===== config.mk =====
export PLATFORM = sky130hd
export DESIGN_NAME = shift_operand_collector
export DESIGN_NICKNAME = d
export VERILOG_FILES = /design/src/rtl/shift_pkg.sv /design/src/rtl/shift_ctrl_encode.sv /design/src/rtl/shift_operand_collector.sv
export SDC_FILE = /design/constraint.sdc
export NUM_CORES = 1
export LEC_CHECK = 0
export ABC_CLOCK_PERIOD_IN_PS = 1550
export CAP_MARGIN = 40
export CORE_MARGIN = 5
export CORE_UTILIZATION = 35
export CTS_CLUSTER_DIAMETER = 200
export CTS_CLUSTER_SIZE = 28
export DETAILED_ROUTE_END_ITERATION = 8
export GPL_TIMING_DRIVEN = 0
export PLACE_DENSITY = 0.78
export SYNTH_ARGS = -nofsm -noshare
export SYNTH_HDL_FRONTEND = slang
export SYNTH_SLANG_ARGS = --single-unit
export TNS_END_PERCENT = 5

===== constraint.sdc =====
create_clock -name clk -period 1.55 [get_ports clk]
set_clock_uncertainty 0.1 [all_clocks]
set_input_delay 0.155 -clock clk [delete_from_list [all_inputs] [get_ports clk]]
set_output_delay 0.155 -clock clk [all_outputs]
set_load 0.005 [all_outputs]

===== src/rtl/shift_pkg.sv =====
// Shared definitions for shift-command producers: control-word layout,
// collector FSM states and the control-word builder.
package shift_pkg;

  // Control-word field positions; the fill bit always sits in the MSB.
  localparam int DIR_BIT   = 0;
  localparam int AMT_LSB   = 1;
  // Widest lane the builder supports.
  localparam int MAX_WIDTH = 64;

  typedef enum logic {
    COLLECT = 1'b0,
    PRESENT = 1'b1
  } state_t;

  // Position of the fill bit for a given lane width.
  function automatic int fill_bit(input int width);
    return width - 1;
  endfunction

  // Build a control word of 'width' bits:
  //   {fill, amt[width-3:0], dir}
  // Callers take the low 'width' bits. Amount bits above the field are masked off.
  function automatic logic [MAX_WIDTH-1:0] build_ctrl(
    input int                   width,
    input logic                 dir,
    input logic [MAX_WIDTH-1:0] amt,
    input logic                 fill
  );
    logic [MAX_WIDTH-1:0] amt_mask;
    logic [MAX_WIDTH-1:0] word;
    amt_mask = (MAX_WIDTH'(1) << (width - 2)) - MAX_WIDTH'(1);
    word = '0;
    word[DIR_BIT] = dir;
    word = word | ((amt & amt_mask) << AMT_LSB);
    word[fill_bit(width)] = fill;
    return word;
  endfunction

endpackage


===== src/rtl/shift_ctrl_encode.sv =====
// Combinational encoder: decoded shift command (dir, amt, fill) to the
// WIDTH-bit lane control word used by the packed shift unit.
module shift_ctrl_encode
  import shift_pkg::*;
#(
  parameter int WIDTH = 4
) (
  input  logic             dir,
  input  logic [WIDTH-3:0] amt,
  input  logic             fill,
  output logic [WIDTH-1:0] ctrl
);

  assign ctrl = WIDTH'(build_ctrl(WIDTH, dir, MAX_WIDTH'(amt), fill));

endmodule


===== src/rtl/shift_operand_collector.sv =====
// Collects one lane per beat (operand + shift command) into packed bundles of
// SETS lanes and presents each complete or flushed bundle over valid/ready.
module shift_operand_collector
  import shift_pkg::*;
#(
  parameter int WIDTH = 4,
  parameter int SETS  = 2
) (
  input  logic                  clk,
  input  logic                  rst,
  input  logic                  in_valid,
  output logic                  in_ready,
  input  logic [WIDTH-1:0]      in_data,
  input  logic                  in_dir,
  input  logic [WIDTH-3:0]      in_amt,
  input  logic                  in_fill,
  input  logic                  in_last,
  output logic                  out_valid,
  input  logic                  out_ready,
  output logic [SETS*WIDTH-1:0] in_packed,
  output logic [SETS*WIDTH-1:0] shift_packed,
  output logic [SETS-1:0]       lane_mask
);

  localparam int              IDX_W    = (SETS > 1) ? $clog2(SETS) : 1;
  localparam logic [IDX_W-1:0] LAST_IDX = IDX_W'(SETS - 1);

  state_t                state, state_d;
  logic [IDX_W-1:0]      idx, idx_d;
  logic [SETS*WIDTH-1:0] in_packed_d, shift_packed_d;
  logic [SETS-1:0]       lane_mask_d;
  logic [WIDTH-1:0]      ctrl_word;
  logic                  accept;
  logic                  closing;
  logic                  clear;

  shift_ctrl_encode #(.WIDTH(WIDTH)) u_encode (
    .dir  (in_dir),
    .amt  (in_amt),
    .fill (in_fill),
    .ctrl (ctrl_word)
  );

  // In PRESENT, a beat can only enter when the held bundle leaves on the same edge.
  assign in_ready  = !rst && ((state == COLLECT) || out_ready);
  assign out_valid = (state == PRESENT);
  assign accept    = in_valid && in_ready;
  // idx is 0 in PRESENT, so this also covers the SETS == 1 case there.
  assign closing   = (idx == LAST_IDX) || in_last;

  // Next state, next lane index and bundle-clear decision.
  always_comb begin
    // NOTE: every combinational output gets a default first so no path leaves it unassigned (no latch).
    state_d = state;
    idx_d   = idx;
    clear   = 1'b0;
    unique case (state)
      COLLECT: begin
        if (accept) begin
          if (closing) begin
            state_d = PRESENT;
            idx_d   = '0;
          end else begin
            idx_d = idx + IDX_W'(1);
          end
        end
      end
      PRESENT: begin
        if (out_ready) begin
          clear = 1'b1;
          if (accept && closing) begin
            state_d = PRESENT;
            idx_d   = '0;
          end else if (accept) begin
            state_d = COLLECT;
            idx_d   = IDX_W'(1);
          end else begin
            state_d = COLLECT;
            idx_d   = '0;
          end
        end
      end
      default: begin
        state_d = COLLECT;
        idx_d   = '0;
      end
    endcase
  end

  // Next lane contents: clear on handshake, then write the accepted beat into lane idx.
  always_comb begin
    in_packed_d    = in_packed;
    shift_packed_d = shift_packed;
    lane_mask_d    = lane_mask;
    if (clear) begin
      in_packed_d    = '0;
      shift_packed_d = '0;
      lane_mask_d    = '0;
    end
    if (accept) begin
      in_packed_d[idx*WIDTH +: WIDTH]    = in_data;
      shift_packed_d[idx*WIDTH +: WIDTH] = ctrl_word;
      lane_mask_d[idx]                   = 1'b1;
    end
  end

  // FSM state and lane index registers.
  always_ff @(posedge clk or posedge rst) begin
    // NOTE: sequential state uses non-blocking assignments so every register samples pre-edge values.
    if (rst) begin
      state <= COLLECT;
      idx   <= '0;
    end else begin
      state <= state_d;
      idx   <= idx_d;
    end
  end

  // Lane registers.
  always_ff @(posedge clk or posedge rst) begin
    // NOTE: the lane storage is reset too, because unused lanes of a flushed bundle must read 0.
    if (rst) begin
      in_packed    <= '0;
      shift_packed <= '0;
      lane_mask    <= '0;
    end else begin
      in_packed    <= in_packed_d;
      shift_packed <= shift_packed_d;
      lane_mask    <= lane_mask_d;
    end
  end

endmodule


**After elaboration in Yosys (flattened, before gate mapping)**

Index checks and enable logic that the tools add are counted.

- Add/subtract/negate cells: 2
- Magnitude comparators: 2
- Equal/unequal tests: 2
- Shifts and indexed selects: 3
- Muxes and demuxes: 23
- Bitwise gates (word level): 3
- Reduce and logical (&&, ||, !) cells: 8

Operators with widths:

| operator | count |
|---|---|
| indexed part select 4 x 34 -> 8 bit | 2 |
| negator 3 -> 34 bit | 1 |
| variable shift 4 x 34 -> 8 bit, first input constant | 1 |
| 2-to-1 mux 8 bit | 4 |
| bitwise mux 8 bit | 2 |
| 2-to-1 mux 1 bit | 12 |
| logical AND 1 bit | 4 |
| 2-to-1 mux 2 bit | 2 |
| != test 2 bit, second input constant | 2 |
| one-hot mux 1 bit (2 select lines) | 2 |
| bitwise OR 1 x 3 -> 3 bit | 1 |
| logical OR 1 bit | 2 |
| < comparator 1 x 2 -> 1 bit, second input constant | 1 |
| bitwise OR 2 bit | 1 |
| AND reduction 2 bit | 1 |
| adder 1 bit, second input constant | 1 |
| demux 1 bit (select 1 bit) | 1 |
| >= comparator 1 bit, second input constant | 1 |
| zero test 1 bit | 1 |
| NOT 1 bit | 1 |

- Bits in registers: 20
- Bits of input ports: 13
- Output and inout port bits: 20

**Longest topological paths before layout**

Gate-level depths: netlist of the first run.

- Depth in word-level cells: 8
- Mapped depth: 4
- Mapped depth without buffers: 3

**Hierarchy**

From an unflattened synthesis of the first run, not the netlist that was laid out.

- Cells, all modules: 58
- Area total of the unflattened synthesis: 844.6 µm²

By module, submodules not included:

| module | times used | cells an instance | area an instance (µm²) |
|---|---|---|---|
| shift_operand_collector | 1 | 54 | 814.5 |
| shift_ctrl_encode | 1 | 4 | 30.0 |

**Worst setup path before layout of the first run**

No wires, ideal clock.

- Kind: input -> register
- Start point: in rst
- End point: reg in_packed[4]
- Arrival: 1.156 ns
- Data required time: 1.329 ns
- Slack: 0.173 ns
- Stages on the path: 3
- Cell sequence: inv_1 > a32oi_4 > a22o_1

- Longest elaborated chain between the ends: 4

Ends and longest elaborated chain:

| item | RTL line | text |
|---|---|---|
| start: declaration | shift_operand_collector.sv:10 | `input logic rst,` |
| zero test 1 bit (no source line) | -- |  |
| logical AND 1 bit | shift_operand_collector.sv:45 | `assign in_ready = !rst && ((state == COLLECT) \|\| out_ready);` |
| logical AND 1 bit | shift_operand_collector.sv:47 | `assign accept = in_valid && in_ready;` |
| 2-to-1 mux 8 bit | shift_operand_collector.sv:100 | `if (accept) begin` |
| net in_packed_d[4] | shift_operand_collector.sv:30 | `logic [SETS*WIDTH-1:0] in_packed_d, shift_packed_d;` |
| end signal: assignment | shift_operand_collector.sv:127 | `in_packed <= in_packed_d;` |
| end: declaration | shift_operand_collector.sv:20 | `output logic [SETS*WIDTH-1:0] in_packed,` |

The timed path passes the listed nets, and every way through them passes these cells.
A chain may end at the register's enable or synchronous reset.

**Worst setup path in the final report of the first run**

- Start point: in rst
- End point: reg in_packed[7]

Same word-level chain as after synthesis.

==> results of run 1 <==
==> cells by family after synthesis <==
kind of cell    after synthesis  synth area share (%)
flops                        20                  61.4
simple gates                  9                  9.22
buf+inv                       3                  2.46
compound gates               22                  26.9
==> stage by stage <==
| stage | utilization [%] | hold slack [ps] | TNS [ps] |
|---|---|---|---|
| floorplan | - | 48.7 | 0 |
| global route | 57.9 | 382 | -38.9 |
| global placement | 52.9 | 363 | -5750 |
| finish | 57.9 | 332 | 0 |
| detailed placement | 52.9 | 381 | -6240 |
| CTS | 57.1 | 220 | -34.6 |
==> power groups by stage <==
stage	sequential, W	clock (W)	combinational, W
detailed placement	0.000730	0	0.000499
CTS	0.000721	0.000422	0.000525
floorplan	0.000732	0	0.000181
finish	0.000720	0.000412	0.000519
global placement	0.000729	0	0.000489
global route	0.000739	0.000441	0.000562
==> registers in the layout, summed over array words and instances, names as in the netlist <==
signal and count:
in_packed 8, lane_mask 2, out_valid 1, idx 1
shift_packed 8
==> cells in the final DEF (no fill, tap or decap), drive strengths merged <==
cell / netlist / final
nor2b: 1 / 1
dfrtp: 20 / 20
dlygate4sd3: 0 / 1
nor3b: 1 / 1
and2b: 1 / 1
a21o: 2 / 2
a32oi: 1 / 1
o21bai: 1 / 1
buf: 2 / 6
a221o: 1 / 1
nor2: 2 / 2
clkbuf: 0 / 3
clkdlybuf4s50: 0 / 29
clkinvlp: 0 / 2
o31a: 1 / 1
a22o: 16 / 16
nor3: 1 / 1
nand2b: 1 / 1
nand2: 1 / 1
dlymetal6s2s: 0 / 2
nor4: 1 / 1
bufinv: 0 / 1
==> layout make-up <==
type	instances	area (µm²)
Buffer	2	16.3
Tap cell	28	35.0
Clock buffer	3	22.5
Sequential cell	20	502
Fill cell	184	931
Timing Repair inverter	1	5.00
Timing Repair Buffer	36	369
Inverter	1	7.51
Multi-Input combinational cell	31	294
Clock inverter	1	30.0
==> metal layers <==
metal | vias to the layer above | GRT usage, % | routed length, µm
li1 | 291 | - | -
met1 | 302 | 16.5 | 904
met2 | 19 | 21.0 | 941
met3 | 0 | 3.56 | 102
met4 | 0 | 3.97 | 0
met5 | - | 0 | 0
==> worst max-delay path, cell delays in order <==
cell and delay [ps]:
dlymetal6s2s_1 120, dlygate4sd3_1 670, clkinvlp_4 150, a32oi_4 260, buf_12 150, a22o_1 140
==> how the worst min path moves through the flow <==
| stage | cells after the start | slack, ps | start | endpoint |
|---|---|---|---|---|
| after floorplan | 1 | 50 | rst | idx |
| after global placement | 1 | 360 | lane_mask[1] | lane_mask[1] |
| after detailed placement | 1 | 380 | lane_mask[0] | lane_mask[0] |
| after CTS | 2 | 220 | rst | in_packed[5] |
| after global routing | 2 | 380 | in_data[0] | in_packed[0] |
| final | 4 | 330 | rst | out_valid |
==> what timing repair did <==
item	4_1_cts	5_1_grt
cloned	1	0
gates resized for setup	6	3
setup buffers	3	0
hold endpoints to repair	0	20
setup endpoints to repair	10	12
pin swaps	1	2
hold buffers	0	1
==> run_results.csv, run 1 <==
group,metric,value,unit
outcome,status,"complete, no violations",
synth,synthCells,54,
clock_network,path_clk_slew,100,ps
global_route,antenna_found_initial,0,
clock_network,clock_tree.root_cell,"clkbuf_4",
timing,period_share,98.3,%
synth,syn-cell-area,815,µm²
placement,dp_cells,114,
synth,synth_seq_cells,20,
synth,synth_nets,67,
floorplan,ios,33,
synth,synth.top_cell.area_share,61.4,%
floorplan,rows,17,
power_and_ir_drop,comb_power_share,31.4,%
clock_network,clk_latency,290,ps
worst_setup_path,worst_setup_path_start_kind,"primary input",
placement,place_hpwl,1300,µm
synth,synth_edf_count,0,
worst_setup_path,cp-endpoint,"in_packed[7]",
synth,avgSynthCellArea,15.1,µm²
placement,io_buffers,32,
timing,fmax,0.656,GHz
routing,finalWirelength,1950,µm
placement,dpl_cell_area,1170,µm²
worst_setup_path,startpoint,"rst",
timing,setup_slack,26.2,ps
routing,drc,0,
clock_network,tritoncts,"done",
timing,rsz0062_at_grt,"true",
global_route,grt_pass1_wl,3280,µm
synth,synth-main-ff-cell,"dfrtp_1",
global_route,grt_pass1_vias,687,
worst_setup_path,critPathArrivalTime,1660,ps
final_layout,fin_area,1280,µm²
flow_run,cap_violations,0,
final_layout,n_antenna_cell,0,
synth,yosysTopAreaCell,"dfrtp_1",
clock_network,cts_sinks,20,
routing,via_per_inst,4.98,
worst_setup_path,path_class,"primary input to flip-flop",
power_and_ir_drop,finalPower,0.00165,W
min_path,hold_path.class,"primary input to flip-flop",
worst_setup_path,rr_startpoint,"out_valid",
floorplan,start_util,36.8,%
floorplan,die_h,58.2,µm
timing,finalCriticalPeriod,1520,ps
clock_network,clock_path_buffers,2,
placement,post-place-ws,-585,ps
timing,timing.slew.headroom,69.2,%
floorplan,die_w,58.2,µm
floorplan,dieArea,3390,µm²
final_layout,drive_gt1_share,20.0,%
power_and_ir_drop,power.share.sequential,43.6,%
worst_setup_path,r2r_end,"in_packed[7]",
timing,hold_viol,0,
routing,routedWlPerCell,15.8,µm
placement,gp_congestion,0.759,
final_layout,fin_cells,123,
timing,slew_viol_final,0,
worst_setup_path,end_kind,"flip-flop",
clock_network,htree_num_levels,1,
power_and_ir_drop,irDropWorstVdd,0.000790,V
global_route,grt.total_usage,12.8,%
floorplan,coreArea,2210,µm²
synth,synthArstFlopShare,100,%
routing,postRouteAntennaNets,0,
synth,ys_seq_area_share,61.4,%
global_route,grt_max_degree,13,
clock_network,cts_buffers,3,
synth,ys_top_cells_by_count,"20 x dfrtp_1, 16 x a22o_1, 2 x a21o_1, 2 x nor2_1",
power_and_ir_drop,leakage,0.573,nW
final_layout,nets,109,
synth,yosysWarnings,0,
routing,firstDrtPassIters,4,
worst_setup_path,cp.required,1680,ps
power_and_ir_drop,p_clk_share,25.0,%
power_and_ir_drop,p_sw_share,24.1,%
routing,drtIter0Drc,12,
final_layout,syn2layout_area_growth,57.3,%
timing,setup_viol,0,
power_and_ir_drop,switching_power,0.000397,W
routing,vias,612,
synth,yosysMostFrequentCell,"dfrtp_1",
power_and_ir_drop,p_per_area,1290,nW/µm²
timing,worst_pin_slew,460,ps
power_and_ir_drop,p_int,0.00125,W
worst_setup_path,r2r_slack,30,ps
synth,synth.top_cells.by_area,"dfrtp_1 61%, a22o_1 17%, a32oi_4 3.4%",
global_route,overflow,0,
worst_setup_path,r2r_cells,5,
worst_setup_path,path_max_fanout,8,
synth,synth.distinct_cells,18,
Power figures use the tool's default switching activity.
==> inputs of run 2 (changes only) <==
Settings changed: CORE_MARGIN 5 to unset, CTS_BUF_LIST set to sky130_fd_sc_hd__clkbuf_8.
==> run 2 against run 1 <==
Clock power fell by 7.0%. Routed wire length fell by 8.0%. Worst hold slack got worse by 320 ps. Flip-flop and latch count did not move. Global-route usage rose by 3.0 points. Largest cell class unchanged.
==> run_results.csv, run 2 (synthesis results as in run 1) <==
group,metric,value,unit
outcome,status,"complete, no violations",
global_route,overflow,0,
worst_setup_path,cp_cell_sequence,"buf_4 > clkdlybuf4s50_1",
floorplan,start_util,36.8,%
worst_setup_path,cp_top_family,"buffers and inverters",
worst_setup_path,max_stage_delay,500,ps
global_route,grt.total_usage,15.8,%
clock_network,tritoncts,"done",
worst_setup_path,path_max_fanout,5,
clock_network,clock_path_buffers,2,
global_route,grt_max_degree,12,
placement,place_hpwl,1240,µm
final_layout,fillers,192,
floorplan,die_h,50.2,µm
worst_setup_path,crit_buf_inv,2,
timing,setup_viol,0,
final_layout,final-seq-area,502,µm²
timing,setup_tns,0,ps
floorplan,coreArea,2210,µm²
timing,slew_viol_final,0,
floorplan,ios,33,
power_and_ir_drop,irDropWorstVdd,0.000758,V
timing,worst_pin_slew,462,ps
min_path,hold_path.class,"primary input to asynchronous set/reset pin",
routing,routedWlPerCell,14.8,µm
power_and_ir_drop,leakage,0.546,nW
floorplan,rows,17,
final_layout,fin_cells,121,
timing,setup_slack,35.2,ps
placement,io_buffers,32,
worst_setup_path,cp.required,1290,ps
worst_setup_path,end_kind,"output pin",
worst_setup_path,slowest_stage,"clkdlybuf4s50_1",
clock_network,clk_latency,250,ps
floorplan,dieArea,2520,µm²
timing,hold_viol,0,
placement,post-place-ws,-585,ps
clock_network,clock_tree.root_cell,"clkbuf_8",
clock_network,htree_num_levels,1,
clock_network,cts_sinks,20,
clock_network,cts_buffers,3,
worst_setup_path,crit_cells,2,
clock_network,path_clk_slew,70,ps
floorplan,die_w,50.2,µm
timing,period_share,97.7,%
placement,gp_congestion,0.688,
routing,drc,0,
timing,rsz0062_at_grt,"true",
placement,dp_cells,114,
routing,postRouteAntennaNets,0,
global_route,grt_pass1_wl,3040,µm
timing,finalCriticalPeriod,1510,ps
power_and_ir_drop,finalPower,0.00160,W
final_layout,multi_input_area,294,µm²
final_layout,final_cell_mix,"29 x clkdlybuf4s50_1, 19 x dfrtp_1, 16 x a22o_1",
worst_setup_path,path_class,"flip-flop to output pin",
final_layout,final_common_cell,"clkdlybuf4s50_1",
routing,drtIter0Drc,6,
global_route,grt_pass1_vias,633,
final_layout,syn2layout_area_growth,53.9,%
routing,firstDrtPassIters,4,
worst_setup_path,critPathArrivalTime,1260,ps
final_layout,n_antenna_cell,0,
final_layout,drive_gt1_share,17.2,%
final_layout,top_regs,"in_packed: 8 flops, shift_packed: 8 flops, lane_mask: 2 flops",
routing,via_per_inst,4.98,
worst_setup_path,r2r_cells,4,
power_and_ir_drop,p_per_area,1280,nW/µm²
routing,finalWirelength,1790,µm
timing,holdWs,16.7,ps
flow_run,cap_violations,0,
worst_setup_path,worst_setup_path_start_kind,"flip-flop",
timing,fmax,0.660,GHz
final_layout,nets,107,
global_route,antenna_found_initial,0,
timing,timing.slew.headroom,69.0,%
routing,vias,603,
[run 2: routing by layer]
layer / GRT usage [%] / share of wire (%) / vias up
met1: 22.4 / 48 / 296
met5: 0 / 0 / -
met2: 24.7 / 48 / 19
li1: - / - / 288
met4: 2.38 / 0 / 0
met3: 4.24 / 4.1 / 0
[run 2: timing repair]
item / in CTS / in global routing
hold endpoints to repair: 10 / 0
gates cloned: 1 / 0
endpoints found under the setup margin: 9 / 2
hold buffers: 1 / 0
setup buffers: 1 / 0
resized for setup: 4 / 2
[run 2: power by group]
part	switching (W)	internal, W	total [W]
sequential	0.0000810	0.000641	0.000721
combinational	0.000160	0.000340	0.000499
clock	0.000158	0.000225	0.000383
[run 2: through the flow]
step	utilization, %	area, µm²
floorplan	-	815
global placement	52.9	1170
detailed placement	52.9	1170
CTS	56.5	1250
global route	56.7	1250
finish	56.7	1250
[run 2: worst paths after layout]
check                           slack (ps)           end         start
worst max-delay path                    40     out_valid     out_valid
worst min-delay path                    20  in_packed[4]           rst
worst max register to register          50  in_packed[5]     out_valid
worst min register to register         380  lane_mask[1]  lane_mask[1]
max in group asynchronous              410     out_valid           rst
min in group clk                       250  lane_mask[1]     out_ready
[run 2: layout make-up]
cell class	instances	share of cell area, %
Buffer	2	1.30
Clock buffer	4	4.39
Inverter	1	0.599
Multi-Input combinational cell	31	23.5
Sequential cell	20	40.0
Tap cell	28	2.79
Timing Repair Buffer	34	27.0
Timing Repair inverter	1	0.399
